$ cat src/rtl/pipe_pkg.sv
// Shared pipeline-core definitions: stage occupancy states and default
// parameter values used by every pipeline register stage.
package pipe_pkg;

  typedef enum logic [1:0] {
    ST_EMPTY = 2'd0,
    ST_ONE   = 2'd1,
    ST_FULL  = 2'd2
  } stage_state_e;

  localparam int PAYLOAD_W_DEF      = 32;
  localparam int CNT_W_DEF          = 16;
  localparam int CLEAR_ON_FLUSH_DEF = 1;

endpackage

$ cat src/rtl/sat_counter.sv
// Up-counter that sticks at all-ones instead of wrapping; used for the
// pipeline stage performance counters.
module sat_counter #(
  parameter int W = 16
) (
  input  logic         clk,
  input  logic         reset,
  input  logic         inc,
  output logic [W-1:0] count
);

  logic at_max;

  assign at_max = &count;

  always_ff @(posedge clk or negedge reset) begin
    if (!reset) begin
      count <= '0;
    end else if (inc && !at_max) begin
      count <= count + W'(1);
    end
  end

endmodule

$ cat src/rtl/pipe_stage_skid.sv
// Two-entry pipeline register (main + skid) with a registered in_ready,
// flush support and saturating stall/flush performance counters.
module pipe_stage_skid
  import pipe_pkg::*;
#(
  parameter int PAYLOAD_W      = PAYLOAD_W_DEF,
  parameter int CNT_W          = CNT_W_DEF,
  parameter int CLEAR_ON_FLUSH = CLEAR_ON_FLUSH_DEF
) (
  input  logic                 clk,
  input  logic                 reset,
  input  logic                 flush,
  input  logic                 in_valid,
  output logic                 in_ready,
  input  logic [PAYLOAD_W-1:0] in_payload,
  input  logic                 in_invalid,
  output logic                 out_valid,
  input  logic                 out_ready,
  output logic [PAYLOAD_W-1:0] out_payload,
  output logic                 out_invalid,
  output logic [CNT_W-1:0]     stall_cnt,
  output logic [CNT_W-1:0]     flush_cnt,
  output logic [1:0]           state_dbg
);

  // Handshake: a word moves upstream->stage when in_valid && in_ready and
  // stage->downstream when out_valid && out_ready; neither valid may wait on
  // the matching ready, and in_ready depends only on registered state.

  localparam int ENTRY_W = PAYLOAD_W + 1;

  stage_state_e       state_q, state_d;
  logic [ENTRY_W-1:0] main_q, main_d;
  logic [ENTRY_W-1:0] skid_q, skid_d;
  logic [ENTRY_W-1:0] in_entry;
  logic               in_ready_q;
  logic               accept;
  logic               drain;
  logic               stall_inc;
  logic               flush_inc;

  // The illegal-instruction flag rides as the top bit of each entry.
  assign in_entry    = {in_invalid, in_payload};
  assign accept      = in_valid && in_ready_q;
  assign drain       = out_valid && out_ready;

  assign in_ready    = in_ready_q;
  assign out_valid   = (state_q != ST_EMPTY);
  assign out_payload = main_q[PAYLOAD_W-1:0];
  assign out_invalid = main_q[ENTRY_W-1];
  assign state_dbg   = state_q;

  always_comb begin
    state_d = state_q;
    main_d  = main_q;
    skid_d  = skid_q;
    if (flush) begin
      state_d = ST_EMPTY;
      if (CLEAR_ON_FLUSH != 0) begin
        main_d = '0;
        skid_d = '0;
      end
    end else begin
      case (state_q)
        ST_EMPTY: begin
          if (accept) begin
            main_d  = in_entry;
            state_d = ST_ONE;
          end
        end
        ST_ONE: begin
          if (accept && drain) begin
            main_d = in_entry;
          end else if (accept) begin
            skid_d  = in_entry;
            state_d = ST_FULL;
          end else if (drain) begin
            state_d = ST_EMPTY;
          end
        end
        ST_FULL: begin
          // in_ready is low here, so draining is the only possible event.
          if (drain) begin
            main_d  = skid_q;
            state_d = ST_ONE;
          end
        end
        default: begin
          state_d = ST_EMPTY;
        end
      endcase
    end
  end

  always_ff @(posedge clk or negedge reset) begin
    if (!reset) begin
      state_q    <= ST_EMPTY;
      main_q     <= '0;
      skid_q     <= '0;
      in_ready_q <= 1'b0;
    end else begin
      state_q    <= state_d;
      main_q     <= main_d;
      skid_q     <= skid_d;
      in_ready_q <= (state_d != ST_FULL);
    end
  end

  assign stall_inc = out_valid && !out_ready;
  assign flush_inc = flush && (state_q != ST_EMPTY);

  sat_counter #(
    .W (CNT_W)
  ) u_stall_cnt (
    .clk   (clk),
    .reset (reset),
    .inc   (stall_inc),
    .count (stall_cnt)
  );

  sat_counter #(
    .W (CNT_W)
  ) u_flush_cnt (
    .clk   (clk),
    .reset (reset),
    .inc   (flush_inc),
    .count (flush_cnt)
  );

endmodule

$ cat config.mk
export PLATFORM = sky130hd
export DESIGN_NAME = pipe_stage_skid
export DESIGN_NICKNAME = d
export VERILOG_FILES = /design/src/rtl/pipe_pkg.sv /design/src/rtl/sat_counter.sv /design/src/rtl/pipe_stage_skid.sv
export SDC_FILE = /design/constraint.sdc
export NUM_CORES = 1
export LEC_CHECK = 0
export ABC_AREA = 0
export CORE_MARGIN = 2
export CORE_UTILIZATION = 40
export CTS_BUF_LIST = sky130_fd_sc_hd__clkbuf_8
export DETAILED_ROUTE_END_ITERATION = 8
export PLACE_DENSITY_LB_ADDON = 0.08
export REMOVE_ABC_BUFFERS = 1
export SLEW_MARGIN = 40
export SYNTH_ARGS = -nofsm -noshare
export SYNTH_HDL_FRONTEND = slang
export SYNTH_SLANG_ARGS = --single-unit
$ cat constraint.sdc
create_clock -name clk -period 2.5 [get_ports clk]
set_clock_uncertainty 0.05 [all_clocks]
set_input_delay 0.5 -clock clk [delete_from_list [all_inputs] [get_ports clk]]
set_output_delay 0.5 -clock clk [all_outputs]
set_load 0.05 [all_outputs]
==> results of run 1 <==
[final cells by class]
cell class | instances | area [um^2] | share of cell area
clock buffer | 10 | 137.6 | 0.02246
inverter | 1 | 3.754 | 0.0006125
sequential | 101 | 2527 | 0.4124
timing repair buffer | 115 | 1157 | 0.1889
clock inverter | 6 | 110.1 | 0.01797
multi-input combinational | 320 | 2013 | 0.3285
tap | 143 | 178.9 | 0.02920
[layer usage]
| layer | GRT usage | up-vias | routed length [um] |
|---|---|---|---|
| met5 | 0 | - | 0 |
| met4 | 0.07160 | 0 | 169 |
| met3 | 0.03811 | 12 | 525 |
| met2 | 0.2848 | 82 | 5133 |
| met1 | 0.2424 | 1749 | 5163 |
| li1 | - | 1779 | - |
[what timing repair did]
action,4_1_cts,5_1_grt
gates resized for setup,1,0
endpoints found under the setup margin,1,0
hold buffers,0,0
[worst register-to-register path: stages, from the launching register on]
cell	delay, ns
dfrtp_1	0.42
ha_1	0.25
nand4_1	0.10
or4_1	0.57
nor2b_4	0.21
mux2_4	0.30
[where the power goes]
part | switching, W | leakage, nW | internal [W] | total (W)
clock | 0.000586 | 0.124 | 0.000693 | 0.00128
combinational | 0.000802 | 1.29 | 0.000440 | 0.00124
sequential | 0.000152 | 1.35 | 0.00178 | 0.00193
[final timing paths]
check | start | endpoint | slack [ns] | cells past startpoint
max in group asynchronous | reset | skid_q[15]$_DFFE_PN0P_ | 1.87 | 2
max reg2reg | u_stall_cnt.count[0]$_DFFE_PN0P_ | u_stall_cnt.count[1]$_DFFE_PN0P_ | 0.49 | 5
min in group clk | u_stall_cnt.count[15]$_DFFE_PN0P_ | u_stall_cnt.count[15]$_DFFE_PN0P_ | 0.46 | 1
min | reset | u_stall_cnt.count[6]$_DFFE_PN0P_ | 0.13 | 2
min reg2reg | u_stall_cnt.count[15]$_DFFE_PN0P_ | u_stall_cnt.count[15]$_DFFE_PN0P_ | 0.46 | 1
max | state_dbg[1]$_DFF_PN0_ | state_dbg[1] | 0.24 | 2
[sequential cells by signal, indices dropped and copies added (netlist names)]
name / count
in_ready: 1
main_q: 33
skid_q: 33
state_dbg: 2
u_flush_cnt.count: 16
u_stall_cnt.count: 16
[metrics by stage]
stage / hold slack (ns) / cells / TNS, ns / worst slack, ns / utilization
6_report: 0.1258 / 696 / 0 / 0.2404 / 0.5390
2_1_floorplan: 0.1544 / 422 / -66.58 / -1.529 / -
3_3_place_gp: 0.4294 / 680 / 0 / 0.2908 / 0.5173
5_1_grt: 0.1562 / 696 / 0 / 0.1330 / 0.5390
3_5_place_dp: 0.4452 / 680 / 0 / 0.2450 / 0.5173
4_1_cts: 0.1500 / 696 / 0 / 0.1991 / 0.5390
[cells by family (layout without fill, tap and decap cells)]
logic type | Yosys count | in the layout | synth area share
mux | 37 | 37 | 0.08145
buf+inv | 29 | 132 | 0.02850
xor+xnor | 27 | 27 | 0.05081
compound gates | 77 | 77 | 0.1094
simple gates | 177 | 177 | 0.1815
fa+ha+maj | 2 | 2 | 0.005375
flops | 101 | 101 | 0.5430
[cell usage in the layout, fill, tap and decap left out, types with 2 or more instances in the layout]
cell,count
mux2_2,3
nor4_1,2
a211oi_1,34
nand4b_1,2
and4_1,2
nand2_1,77
a21oi_1,33
nor3b_1,2
nor2_1,39
nand4_1,13
clkdlybuf4s50_1,103
xnor2_1,14
and3_1,3
nand3_1,14
buf_12,3
buf_4,7
dfrtp_1,101
or2_2,2
a31oi_1,2
bufinv_16,3
clkbuf_8,10
nor3_1,7
xor2_1,13
inv_1,2
ha_1,2
or3_1,2
mux2i_1,33
==> metrics.md, run 1 <==
| Metric | Value |
|---|---|
| Status | completed |
| Die W | 111.9 um |
| VDD IR-drop max | between 0.0004 and 0.0005 V |
| Clk root buf | clkbuf_8 |
| Post-route minimum period | between 2 and 2.5 ns |
| Area leader, netlist | dfrtp_1 |
| Leakage | ~2.8 nW |
| Critical Path AT | 1.71 ns |
| Ys Warns | 0 |
| Wire per inst | between 15 and 20 um |
| Critical Path, Cell by Cell | buf_4 -> clkdlybuf4s50_1 |
| Syn Inst Count | 450 |
| RSZ-0062 raised after global routing | false |
| Synth async-reset ratio | 1.000 |
| Clock sink total | about 100 |
| Yosys cell types | 45 |
| CP top delay family | buffers and inverters |
| Synth Area per Inst | 10.34 um^2 |
| Startpoint types | flip-flop |
| Layout cells sized above 1 | 0.07776 |
| Post-synth top cells | 101 x dfrtp_1, 77 x nand2_1, 39 x nor2_1 |
| Pre-antenna DRT Iters | 4 |
| Vias in the first global route | 3561 |
| Flops & latches, synth | 101 |
| Worst-Skew Late Latency | ~0.37 ns |
| First-pass GRT wire length | 17970 um |
| # fillers | roughly 1000 |
| CP required | between 1.5 and 2 ns |
| Min-Delay Path Class | input port to async pin |
| CORE AREA | 11370 um^2 |
| Overall routed net length | 10990 um |
| GP Congestion | roughly 0.75 |
| Postcts setup bufs | 0 |
| Reg clk slew, reported paths | around 0.090 ns |
| Max clock buf depth | 2 |
| Crit-path max cell delay | about 0.83 ns |
| Slew HR | 0.4970 |
| Post-synth top flop | dfrtp_1 |
| Area share of the largest cell type after synthesis | 0.5430 |
| EDFF count, synth | 0 |
| Total global-route track usage | 0.1798 |
| Nets@finish | 588 |
| Endpoints failing setup | 0 |
| Slew @ Worst Pin | between 0.7 and 0.8 ns |
| Io pins | roughly 110 |
| Area growth, synth to finish | 31.67% |
| Post-route cell area | between 6000 and 7000 um^2 |
| Post-synthesis sequential area ratio | 0.5430 |
| Htree depth | 3 |
| Max Freq | 0.4426 GHz |
| Row cnt | 39 |
| Die H | 111.9 um |
| Antenna Nets Post-Route | 0 |
| Crit Path Max Fanout | 9 |
| Kind of critical path | flip-flop to output port |
| TritonCTS clock tree | built |
| Max Slew Vio Count | 0 |
| Pwr Density | 726.6 nW/um^2 |
| CP Capture Type | output port |
| Worst Path Buf+Inv | 2 |
| Period Utilization, post-route | 0.9038 |
| GR Overflow Total | 0 |
| Via count | 3622 |
| Diodes inserted | 0 |
| Clock buffer count from CTS | 9 |
| Initial antenna violation count | 0 |
| DRC viols | 0 |
| Synth area leaders | dfrtp_1 54%, mux2i_1 7.1%, nand2_1 6.2% |
| PnR Total Power | between 0.004 and 0.005 W |
| Largest net degree at the start of global routing | roughly 100 |
| Area post-placement | between 5000 and 6000 um^2 |
| Initial core utilization | 0.4094 |
| Vias per cell | about 5.2 |
| Buffers on Ports | 106 |
| Hold Vio Cnt, Final | 0 |
| HPWL Detailed | between 6000 and 7000 um |
| Top-count cell post-synth | dfrtp_1 |
| Max_cap viols | 0 |
| Syn Std Cell Area | ~4700 um^2 |
| Drt initial violations | 190 |
| Die footprint | between 10000 and 15000 um^2 |
| CP max-delay cell | clkdlybuf4s50_1 |
(Power assumes the default switching activity.)
==> run 2, diff against run 1 <==
Settings changed: SKIP_CTS_REPAIR_TIMING set to 1.
==> run 2 against run 1 <==
  * Final cell count stayed put
  * Total power about the same
  * Non-clock buffer count is the same
  * Setup slack about the same
  * Register-to-register slack hardly changed
  * Critical path type unchanged
==> metrics.md, run 2 (synthesized netlist as in run 1, its figures left out) <==
| Metric | Value |
|---|---|
| Antenna Nets Post-Route | 0 (unchanged) |
| Critical Path, Cell by Cell | buf_4 -> clkdlybuf4s50_1 |
| Commonest non-fill, non-tap cell in the layout | clkdlybuf4s50_1 |
| PnR Total Power | 0.004454 W (about the same) |
| Multi-input gate area | 2013 um^2 (unchanged) |
| Kind of critical path | flip-flop to output port |
| Max Slew Vio Count | 0 (unchanged) |
| Drt initial violations | 190 (unchanged) |
| GP Congestion | 0.7483 (unchanged) |
| Via count | 3624 (+0.055%) |
| Reg clk slew, reported paths | 0.09 ns (about the same) |
| CORE AREA | 11370 um^2 (unchanged) |
| Clock sink total | 101 (unchanged) |
| Buffers on Ports | 106 (unchanged) |
| Comb power frac | 0.279 (about the same) |
| Vias in the first global route | 3561 (unchanged) |
| Period Utilization, post-route | 0.9038 (about the same) |
| NetSw | 0.001540 W (about the same) |
| # fillers | 1022 (unchanged) |
| CP required | 1.95 ns (about the same) |
| Slew HR | 0.4967 (about the same) |
| Max clock buf depth | 2 (unchanged) |
| Endpoints failing setup | 0 (unchanged) |
| Sequential power share | 0.434 (about the same) |
| Largest regs | main_q (33), skid_q (33) |
| Hold Vio Cnt, Final | 0 (unchanged) |
| Max_cap viols | 0 (unchanged) |
| Die H | 111.9 um (unchanged) |
| Largest net degree at the start of global routing | 102 (unchanged) |
| Terminus of the critical flop-to-flop path | u_stall_cnt.count[1]$_DFFE_PN0P_ |
| Initial antenna violation count | 0 (unchanged) |
| Layout cells sized above 1 | 0.07776 (unchanged) |
| Pwr Density | 726.3 nW/um^2 (about the same) |
| Die footprint | 12510 um^2 (unchanged) |
| Min-Delay Path Class | input port to async pin |
| Io pins | 107 (unchanged) |
| Leakage | 2.781 nW (+0.39%) |
| Wire per inst | 15.80 um (about the same) |
| Nets@finish | 588 (unchanged) |
| Crit-path max cell delay | 0.83 ns (about the same) |
| Startpoint types | flip-flop |
| CP max-delay cell | clkdlybuf4s50_1 |
| Htree depth | 3 (unchanged) |
| Critical Path AT | 1.71 ns (about the same) |
| Clk root buf | clkbuf_8 |
| Max Freq | 0.4426 GHz (about the same) |
| Area growth, synth to finish | 31.75% (about the same) |
| Worst R2R Setup Slack | 0.49 ns (about the same) |
| Core Util, Final | 0.5393 (about the same) |
| Setup WS post-layout | 0.2404 ns (-0.00001900 ns) |
| RSZ-0062 raised after global routing | false |
| TritonCTS clock tree | built |
| Clock network power share | 0.287 (about the same) |
| Switching share of power | 0.3458 (about the same) |
| Slew @ Worst Pin | 0.7549 ns (+0.0004053 ns) |
| Worst-Skew Late Latency | 0.37 ns (about the same) |
| Seq. cell area | 2527 um^2 (unchanged) |
| Die W | 111.9 um (unchanged) |
| GR Overflow Total | 0 (unchanged) |
| HPWL Detailed | 6829 um (unchanged) |
| Total global-route track usage | 0.1798 (unchanged) |
| Reg2reg path depth | 5 (unchanged) |
| CP Capture Type | output port |
| Post-route minimum period | 2.260 ns (+0.00001900 ns) |
| Diodes inserted | 0 (unchanged) |
| DRC viols | 0 (unchanged) |
| Initial core utilization | 0.4094 (unchanged) |
| Crit Path Max Fanout | 9 (unchanged) |
| Area post-placement | 5882 um^2 (unchanged) |
| First-pass GRT wire length | 17970 um (unchanged) |
| Pint | 0.002914 W (about the same) |
| Pre-antenna DRT Iters | 4 (unchanged) |
| Overall routed net length | 11000 um (about the same) |
| Pre-CTS setup slack | 0.2450 ns (unchanged) |
| Row cnt | 39 (unchanged) |
| Most frequent cells in the layout | 103 x clkdlybuf4s50_1, 101 x dfrtp_1, 77 x nand2_1, 39 x nor2_1, 34 x a211oi_1 |
| Clock buffer count from CTS | 9 (unchanged) |
| Setup tns final | 0 ns (unchanged) |
| VDD IR-drop max | 0.0004857 V (about the same) |
| Worst R2R Start | u_stall_cnt.count[0]$_DFFE_PN0P_ |
| Vias per cell | 5.207 (about the same) |
| Post-route cell area | 6132 um^2 (about the same) |
| Status | completed |
run 2: cell count changes in the layout (fill, tap and decap cells not counted):
cell            before  now
dlymetal6s2s_1       0    1
dlygate4sd2_1        1    0
run 2: worst max-delay path: cells and delay by family, from the launching register on:
family   cells  cell delay, ns
flops        1            0.35
buf+inv      2            1.00
run 2: final cells by class:
cell class                 instances  area share
multi-input combinational        320      0.3283
tap                              143     0.02918
sequential                       101      0.4122
clock buffer                      10     0.02244
timing repair buffer             115      0.1893
inverter                           1   0.0006121
clock inverter                     6     0.01796
run 2: worst max path at each step:
stage | start | endpoint
after CTS | state_dbg[0]$_DFF_PN0_ | out_valid
final | state_dbg[1]$_DFF_PN0_ | state_dbg[1]
after global routing | state_dbg[0]$_DFF_PN0_ | state_dbg[0]
after detailed placement | out_ready | u_stall_cnt.count[12]$_DFFE_PN0P_
after floorplan | state_dbg[1]$_DFF_PN0_ | main_q[0]$_DFFE_PN0P_
after global placement | out_ready | u_stall_cnt.count[10]$_DFFE_PN0P_
run 2: power groups by stage:
stage	clock, W	sequential [W]	combinational, W
floorplan	0	0.00241	0.000292
global placement	0	0.00196	0.00124
detailed placement	0	0.00196	0.00125
CTS	0.00132	0.00193	0.00126
global route	0.00139	0.00196	0.00132
finish	0.00128	0.00193	0.00124
run 2: metal layers:
layer / routed length [um] / global-route usage / part of all wire / vias up
met2: 5129 / 0.2848 / 0.47 / 84
met1: 5146 / 0.2424 / 0.47 / 1749
met4: 169 / 0.07160 / 0.015 / 0
li1: - / - / - / 1779
met3: 550 / 0.03811 / 0.050 / 12
met5: 0 / 0 / 0 / -
run 2: stage by stage:
stage	hold slack, ns	std cells
after floorplan	0.1544	422
after global placement	0.4294	680
after detailed placement	0.4452	680
after CTS	0.1500	696
after global routing	0.1562	696
final	0.1257	696
